$ cat src/rtl/sram_pkg.sv
// Shared types and constants for the two-port SRAM arbiter.
package sram_pkg;

    localparam int DATA_W = 16;
    localparam int BSEL_W = 2;

    typedef enum logic [1:0] {
        IDLE,
        SETUP,
        ACCESS,
        ACK
    } state_t;

    // Lanes that were not selected read back as zero so masters never see stale bytes.
    function automatic logic [DATA_W-1:0] lane_mask(input logic [DATA_W-1:0] data,
                                                    input logic [BSEL_W-1:0] sel);
        return {sel[1] ? data[15:8] : 8'h00, sel[0] ? data[7:0] : 8'h00};
    endfunction

endpackage

$ cat src/rtl/sram_arbiter_if.sv
// Per-master request bus: cyc/we handshake with word address, byte selects and data.
interface sram_arbiter_if #(
    parameter int AB_WIDTH = 16
);
    import sram_pkg::*;

    logic                cyc;
    logic                we;
    logic [AB_WIDTH-1:0] adr;
    logic [BSEL_W-1:0]   sel;
    logic [DATA_W-1:0]   wdat;
    logic [DATA_W-1:0]   rdat;
    logic                ack;

    modport master (
        output cyc, we, adr, sel, wdat,
        input  rdat, ack
    );

    modport slave (
        input  cyc, we, adr, sel, wdat,
        output rdat, ack
    );

endinterface

$ cat src/rtl/rr_arb2.sv
// Two-requester round-robin arbiter; on a tie the port that did not win last time is granted.
module rr_arb2 (
    input  logic       clk,
    input  logic       rst,
    input  logic [1:0] req,
    input  logic       en,
    output logic [1:0] grant
);

    logic last_grant;

    always_comb begin
        grant = 2'b00;
        unique case (req)
            2'b01:   grant = 2'b01;
            2'b10:   grant = 2'b10;
            2'b11:   grant = last_grant ? 2'b01 : 2'b10;
            default: grant = 2'b00;
        endcase
    end

    // Reset to 1 so port 0 takes the very first tie.
    always_ff @(posedge clk or posedge rst) begin
        if (rst) begin
            last_grant <= 1'b1;
        end else if (en && (req != 2'b00)) begin
            last_grant <= grant[1];
        end
    end

endmodule

$ cat src/rtl/sram_arbiter.sv
// Arbitrates two masters onto one asynchronous 16-bit SRAM and sequences each
// access as IDLE -> SETUP -> ACCESS (WAIT_CYCLES+1) -> ACK with registered strobes.
module sram_arbiter
    import sram_pkg::*;
#(
    parameter int AB_WIDTH    = 16,
    parameter int WAIT_CYCLES = 0
) (
    input  logic                clk_i,
    input  logic                rst_i,
    sram_arbiter_if.slave       m0,
    sram_arbiter_if.slave       m1,
    output logic [AB_WIDTH-1:0] sram_addr_o,
    output logic [BSEL_W-1:0]   sram_bsel_o,
    output logic [DATA_W-1:0]   sram_dat_o,
    input  logic [DATA_W-1:0]   sram_dat_i,
    output logic                sram_ncs_o,
    output logic                sram_noe_o,
    output logic                sram_nwe_o
);

    state_t              state;
    state_t              state_next;
    logic [3:0]          cnt;
    logic                gnt_port;
    logic                we_r;
    logic [DATA_W-1:0]   rdata;
    logic                ack0;
    logic                ack1;
    logic [1:0]          grant;
    logic                grant_en;

    assign grant_en = (state == IDLE);

    rr_arb2 u_arb (
        .clk   (clk_i),
        .rst   (rst_i),
        .req   ({m1.cyc, m0.cyc}),
        .en    (grant_en),
        .grant (grant)
    );

    always_ff @(posedge clk_i or posedge rst_i) begin
        if (rst_i) begin
            state <= IDLE;
        end else begin
            state <= state_next;
        end
    end

    always_comb begin
        state_next = state;
        unique case (state)
            IDLE:    if (m0.cyc || m1.cyc) state_next = SETUP;
            SETUP:   state_next = ACCESS;
            ACCESS:  if (cnt == 4'd0) state_next = ACK;
            ACK:     state_next = IDLE;
            default: state_next = IDLE;
        endcase
    end

    // Every SRAM pin comes straight from a flop; strobes are decoded from the
    // next state so they change on the same edge as the state itself.
    always_ff @(posedge clk_i or posedge rst_i) begin
        if (rst_i) begin
            gnt_port    <= 1'b0;
            we_r        <= 1'b0;
            sram_addr_o <= '0;
            sram_bsel_o <= '0;
            sram_dat_o  <= '0;
            cnt         <= 4'd0;
            rdata       <= '0;
            sram_ncs_o  <= 1'b1;
            sram_noe_o  <= 1'b1;
            sram_nwe_o  <= 1'b1;
            ack0        <= 1'b0;
            ack1        <= 1'b0;
        end else begin
            if (state == IDLE && grant != 2'b00) begin
                gnt_port    <= grant[1];
                we_r        <= grant[1] ? m1.we   : m0.we;
                sram_addr_o <= grant[1] ? m1.adr  : m0.adr;
                sram_bsel_o <= grant[1] ? m1.sel  : m0.sel;
                sram_dat_o  <= grant[1] ? m1.wdat : m0.wdat;
            end

            if (state == SETUP) begin
                cnt <= 4'(WAIT_CYCLES);
            end else if (state == ACCESS && cnt != 4'd0) begin
                cnt <= cnt - 4'd1;
            end

            if (state == ACCESS && cnt == 4'd0 && !we_r) begin
                rdata <= lane_mask(sram_dat_i, sram_bsel_o);
            end

            sram_ncs_o <= !(state_next == SETUP || state_next == ACCESS);
            sram_noe_o <= !(state_next == ACCESS && !we_r);
            sram_nwe_o <= !(state_next == ACCESS && we_r);
            ack0       <= (state_next == ACK) && !gnt_port;
            ack1       <= (state_next == ACK) && gnt_port;
        end
    end

    assign m0.ack  = ack0;
    assign m1.ack  = ack1;
    assign m0.rdat = rdata;
    assign m1.rdat = rdata;

endmodule
$ cat src/flat_wrapper.sv
// flat-port wrapper written by rule: the top's interface ports become plain ports
module sram_arbiter_flat import sram_pkg::*;
#(
    parameter int AB_WIDTH    = 16,
    parameter int WAIT_CYCLES = 0
)
  (clk_i, rst_i, sram_addr_o, sram_bsel_o, sram_dat_o, sram_dat_i, sram_ncs_o, sram_noe_o, sram_nwe_o, m0_cyc, m0_we, m0_adr, m0_sel, m0_wdat, m0_rdat, m0_ack, m1_cyc, m1_we, m1_adr, m1_sel, m1_wdat, m1_rdat, m1_ack);
  sram_arbiter_if #(.AB_WIDTH(AB_WIDTH)) m0_i ();
  sram_arbiter_if #(.AB_WIDTH(AB_WIDTH)) m1_i ();
  input  logic clk_i;
  input  logic rst_i;
  output logic [AB_WIDTH-1:0] sram_addr_o;
  output logic [BSEL_W-1:0] sram_bsel_o;
  output logic [DATA_W-1:0] sram_dat_o;
  input  logic [DATA_W-1:0] sram_dat_i;
  output logic sram_ncs_o;
  output logic sram_noe_o;
  output logic sram_nwe_o;
  input wire logic [$bits(m0_i.cyc)-1:0] m0_cyc;
  input wire logic [$bits(m0_i.we)-1:0] m0_we;
  input wire logic [$bits(m0_i.adr)-1:0] m0_adr;
  input wire logic [$bits(m0_i.sel)-1:0] m0_sel;
  input wire logic [$bits(m0_i.wdat)-1:0] m0_wdat;
  output wire logic [$bits(m0_i.rdat)-1:0] m0_rdat;
  output wire logic [$bits(m0_i.ack)-1:0] m0_ack;
  input wire logic [$bits(m1_i.cyc)-1:0] m1_cyc;
  input wire logic [$bits(m1_i.we)-1:0] m1_we;
  input wire logic [$bits(m1_i.adr)-1:0] m1_adr;
  input wire logic [$bits(m1_i.sel)-1:0] m1_sel;
  input wire logic [$bits(m1_i.wdat)-1:0] m1_wdat;
  output wire logic [$bits(m1_i.rdat)-1:0] m1_rdat;
  output wire logic [$bits(m1_i.ack)-1:0] m1_ack;
  assign m0_i.cyc = m0_cyc;
  assign m0_i.we = m0_we;
  assign m0_i.adr = m0_adr;
  assign m0_i.sel = m0_sel;
  assign m0_i.wdat = m0_wdat;
  assign m0_rdat = m0_i.rdat;
  assign m0_ack = m0_i.ack;
  assign m1_i.cyc = m1_cyc;
  assign m1_i.we = m1_we;
  assign m1_i.adr = m1_adr;
  assign m1_i.sel = m1_sel;
  assign m1_i.wdat = m1_wdat;
  assign m1_rdat = m1_i.rdat;
  assign m1_ack = m1_i.ack;
  sram_arbiter #(.AB_WIDTH(AB_WIDTH), .WAIT_CYCLES(WAIT_CYCLES)) u_core (.clk_i(clk_i), .rst_i(rst_i), .m0(m0_i), .m1(m1_i), .sram_addr_o(sram_addr_o), .sram_bsel_o(sram_bsel_o), .sram_dat_o(sram_dat_o), .sram_dat_i(sram_dat_i), .sram_ncs_o(sram_ncs_o), .sram_noe_o(sram_noe_o), .sram_nwe_o(sram_nwe_o));
endmodule
$ cat config.mk
export PLATFORM = sky130hd
export DESIGN_NAME = sram_arbiter_flat
export DESIGN_NICKNAME = d
export VERILOG_FILES = /design/src/rtl/sram_pkg.sv /design/src/rtl/sram_arbiter_if.sv /design/src/rtl/rr_arb2.sv /design/src/rtl/sram_arbiter.sv /design/src/flat_wrapper.sv
export SDC_FILE = /design/constraint.sdc
export NUM_CORES = 1
export LEC_CHECK = 0
export CAP_MARGIN = 20
export CORE_ASPECT_RATIO = 0.7
export CORE_MARGIN = 10
export CORE_UTILIZATION = 43
export DETAILED_ROUTE_END_ITERATION = 7
export PLACE_DENSITY = 0.94
export SYNTH_ARGS = -nofsm -noshare
export SYNTH_HDL_FRONTEND = slang
export SYNTH_HIERARCHICAL = 1
export SYNTH_SLANG_ARGS = --single-unit
$ cat constraint.sdc
create_clock -name clk_i -period 3.2 [get_ports clk_i]
set_input_delay 0.32 -clock clk_i [delete_from_list [all_inputs] [get_ports clk_i]]
set_output_delay 0.32 -clock clk_i [all_outputs]
set_load 0.05 [all_outputs]
==> flow_summary.json <==
{
  "status": "finished, final reports clean",
  "ir_drop_v": 0.0004614,
  "cts_buffer_depth": 2,
  "drc": 0,
  "clock_skew_ps": 8.436,
  "synth_compound_area_share_pct": 8.067,
  "fin_crit_ps": 2109,
  "ant_nets": 0,
  "post_cts_resized": 0,
  "synth_nets": 389,
  "htreeDepth": 3,
  "vias": 2562,
  "path_buf_inv": 1,
  "yosys.area_share.simple_pct": 10.69,
  "cp.arrival_ps": 1790,
  "finalCritPeriodShare_pct": 65.89,
  "clock_latency_ps": 340,
  "grt_pass1_wl_um": 14150,
  "postLayoutCoreUtil_pct": 70.37,
  "crit_path_end_kind": "primary output",
  "slew-limit-headroom_pct": 48.80,
  "synth_seq_cells": 64,
  "hold_viol": 0,
  "io_pins": 161,
  "syn_to_final_growth_pct": 57.04,
  "hpwl_um": 7228,
  "clkSlewWorstSetupHoldPaths_ps": 60,
  "antenna_found_initial": 0,
  "required_ps": 2880,
  "synthCells": 294,
  "wl_per_cell_um": 16.53,
  "fmax_ghz": 0.4743,
  "synth_xor_area_share_pct": 0,
  "maxCapViolCount": 0,
  "crit_chain": "clkdlybuf4s50_1",
  "io_buffers": 160,
  "crit_family": "buffers and inverters",
  "synth.avg_cell_area_um2": 10.39,
  "dr.pass1.iters": 4,
  "drt_wl_total_um": 8894,
  "ys_seq_area_share_pct": 52.58,
  "cts_made_buffers": 9,
  "viasPerCell": 4.762,
  "critPathSlowestCell": "clkdlybuf4s50_1",
  "rr_worst_depth": 7,
  "dieHeight_um": 90.53,
  "maxSlewViolCount": 0,
  "grt_remaining_overflow": 0,
  "path_class": "flip-flop to primary output",
  "p_leak_nw": 2.095,
  "path_depth": 1,
  "post-cts-setup-buffers": 0,
  "grt_pass1_vias": 2768,
  "design.die.area_um2": 10930,
  "cts_tree": "yes",
  "synth_cell_types": 33,
  "setup_tns_ps": 0,
  "rsz0062_at_grt": "no",
  "synth_top_family_by_area": "multiplexers",
  "antenna_cells": 0,
  "synth_area_um2": 3055,
  "synth.area.mux_share_pct": 17.20,
  "start_util_pct": 44.81,
  "p_per_area_nw_per_um2": 1090,
  "cts_num_sinks": 64,
  "cts_root_buffer": "clkbuf_8",
  "grt_max_degree": 71,
  "track_usage_pct": 16.28,
  "worstSetupStartpointType": "flip-flop",
  "min_path_type": "input port to async pin",
  "rows": 25,
  "synth_edf_count": 0,
  "p_total_mw": 5.233,
  "synthAdderAreaFrac_pct": 2.048,
  "synthArstFlopShare_pct": 100.0,
  "first_iter_violations": 120,
  "ys_warn_count": 6,
  "cts_hold_buffers": 0,
  "cp_max_fo": 10,
  "gp_routability_congestion": 0.7657,
  "final_nets": 535,
  "cpPeakStageDelay_ps": 890,
  "drive_above_1_share_pct": 6.757,
  "tightest_slew_ps": 768.0,
  "core-area_um2": 6819,
  "die_x_um": 120.8,
  "synth_flop_cell": "dfrtp_1",
  "setup_viol": 0
}
-- cells in the mapped netlist (2+ instances only) --
cell type	count	area share, %
buf_2	8	1.3
nand2_1	53	6.5
buf_4	16	3.9
nand3_1	2	0.33
ha_1	5	2.0
a21oi_1	2	0.33
and2_1	2	0.41
inv_1	26	3.2
mux2i_1	51	17
o21ai_0	35	5.7
dfstp_2	4	3.4
clkbuf_1	5	0.61
dfrtp_1	60	49
nor2_1	6	0.74
-- kinds of logic after synthesis --
group / Yosys count
and+or+nand+nor: 72
buffers and inverters: 56
adders and majority gates: 5
DFF: 64
muxes: 52
AOI/OAI and AO/OA: 45
-- area by class of cell --
| type | instances | area, um2 |
|---|---|---|
| Clock buffer | 11 | 131.4 |
| Inverter | 26 | 97.59 |
| Sequential cell | 64 | 1607 |
| Timing Repair Buffer | 165 | 1639 |
| Fill cell | 538 | 2021 |
| Clock inverter | 4 | 22.52 |
| Multi-Input combinational cell | 174 | 1184 |
| Tap cell | 94 | 117.6 |
-- power by group --
| part | internal, mW | switching, mW | total (mW) |
|---|---|---|---|
| clock | 0.273 | 0.287 | 0.560 |
| sequential | 1.18 | 0.248 | 1.43 |
| combinational | 1.09 | 2.16 | 3.24 |
| total | 2.54 | 2.69 | 5.23 |
-- flip-flops by register name, indices dropped and copies added, names as in the netlist --
signal                   flops
u_core/m0.rdat              16
u_core/sram_addr_o          16
u_core/sram_dat_o           16
u_core/cnt                   4
u_core/sram_bsel_o           2
u_core/state                 2
u_core/gnt_port              1
u_core/m0.ack                1
u_core/m1.ack                1
u_core/sram_ncs_o            1
u_core/sram_noe_o            1
u_core/sram_nwe_o            1
u_core/u_arb/last_grant      1
u_core/we_r                  1
-- placed cells by master, fill, tap and decap left out, types with 2 or more instances in the layout --
master and n:
ha_1 5, and2_1 2, dfrtp_1 60, mux2i_1 51
nand2_1 53, nand3_1 2, dfstp_2 4, inv_1 25
clkbuf_1 2, buf_4 5, clkdlybuf4s50_1 160, nor2_1 6
clkinv_2 3, o21ai_0 35, clkbuf_8 9, a21oi_1 2
-- per-layer routing --
metal | up-vias | GRT usage (%) | share of wire (%)
met2 | 119 | 25.77 | 46
met4 | 0 | 5.912 | 1.8
met5 | - | 0 | 0
li1 | 1249 | - | -
met1 | 1180 | 17.52 | 41
met3 | 14 | 9.744 | 12
-- worst paths after layout --
| check | startpoint | end | slack [ps] |
|---|---|---|---|
| max | u_core/sram_bsel_o[1]$_DFFE_PP0P_ | sram_bsel_o[1] | 1090 |
| min | rst_i | u_core/u_arb/last_grant$_DFFE_PP1P_ | 350 |
| max reg2reg | u_core/cnt[0]$_DFFE_PP0P_ | u_core/sram_ncs_o$_DFF_PP1_ | 1310 |
| min reg2reg | u_core/gnt_port$_DFFE_PP0P_ | u_core/m0.ack$_DFF_PP0_ | 460 |
| max in group asynchronous | rst_i | u_core/cnt[3]$_DFFE_PP0P_ | 2130 |
| min in group clk_i | u_core/gnt_port$_DFFE_PP0P_ | u_core/m0.ack$_DFF_PP0_ | 460 |
-- through the flow --
stage          area [um2]  setup slack (ps)  hold slack, ps  std cells
3_5_place_dp         4644             963.4           447.7        523
5_1_grt              4798              1010           338.9        538
6_report             4798              1091           351.0        538
3_3_place_gp         4644              1088           445.5        523
2_1_floorplan        3055              1315           209.7        294
4_1_cts              4798              1057           330.1        538
Power figures use the tool's default switching activity.
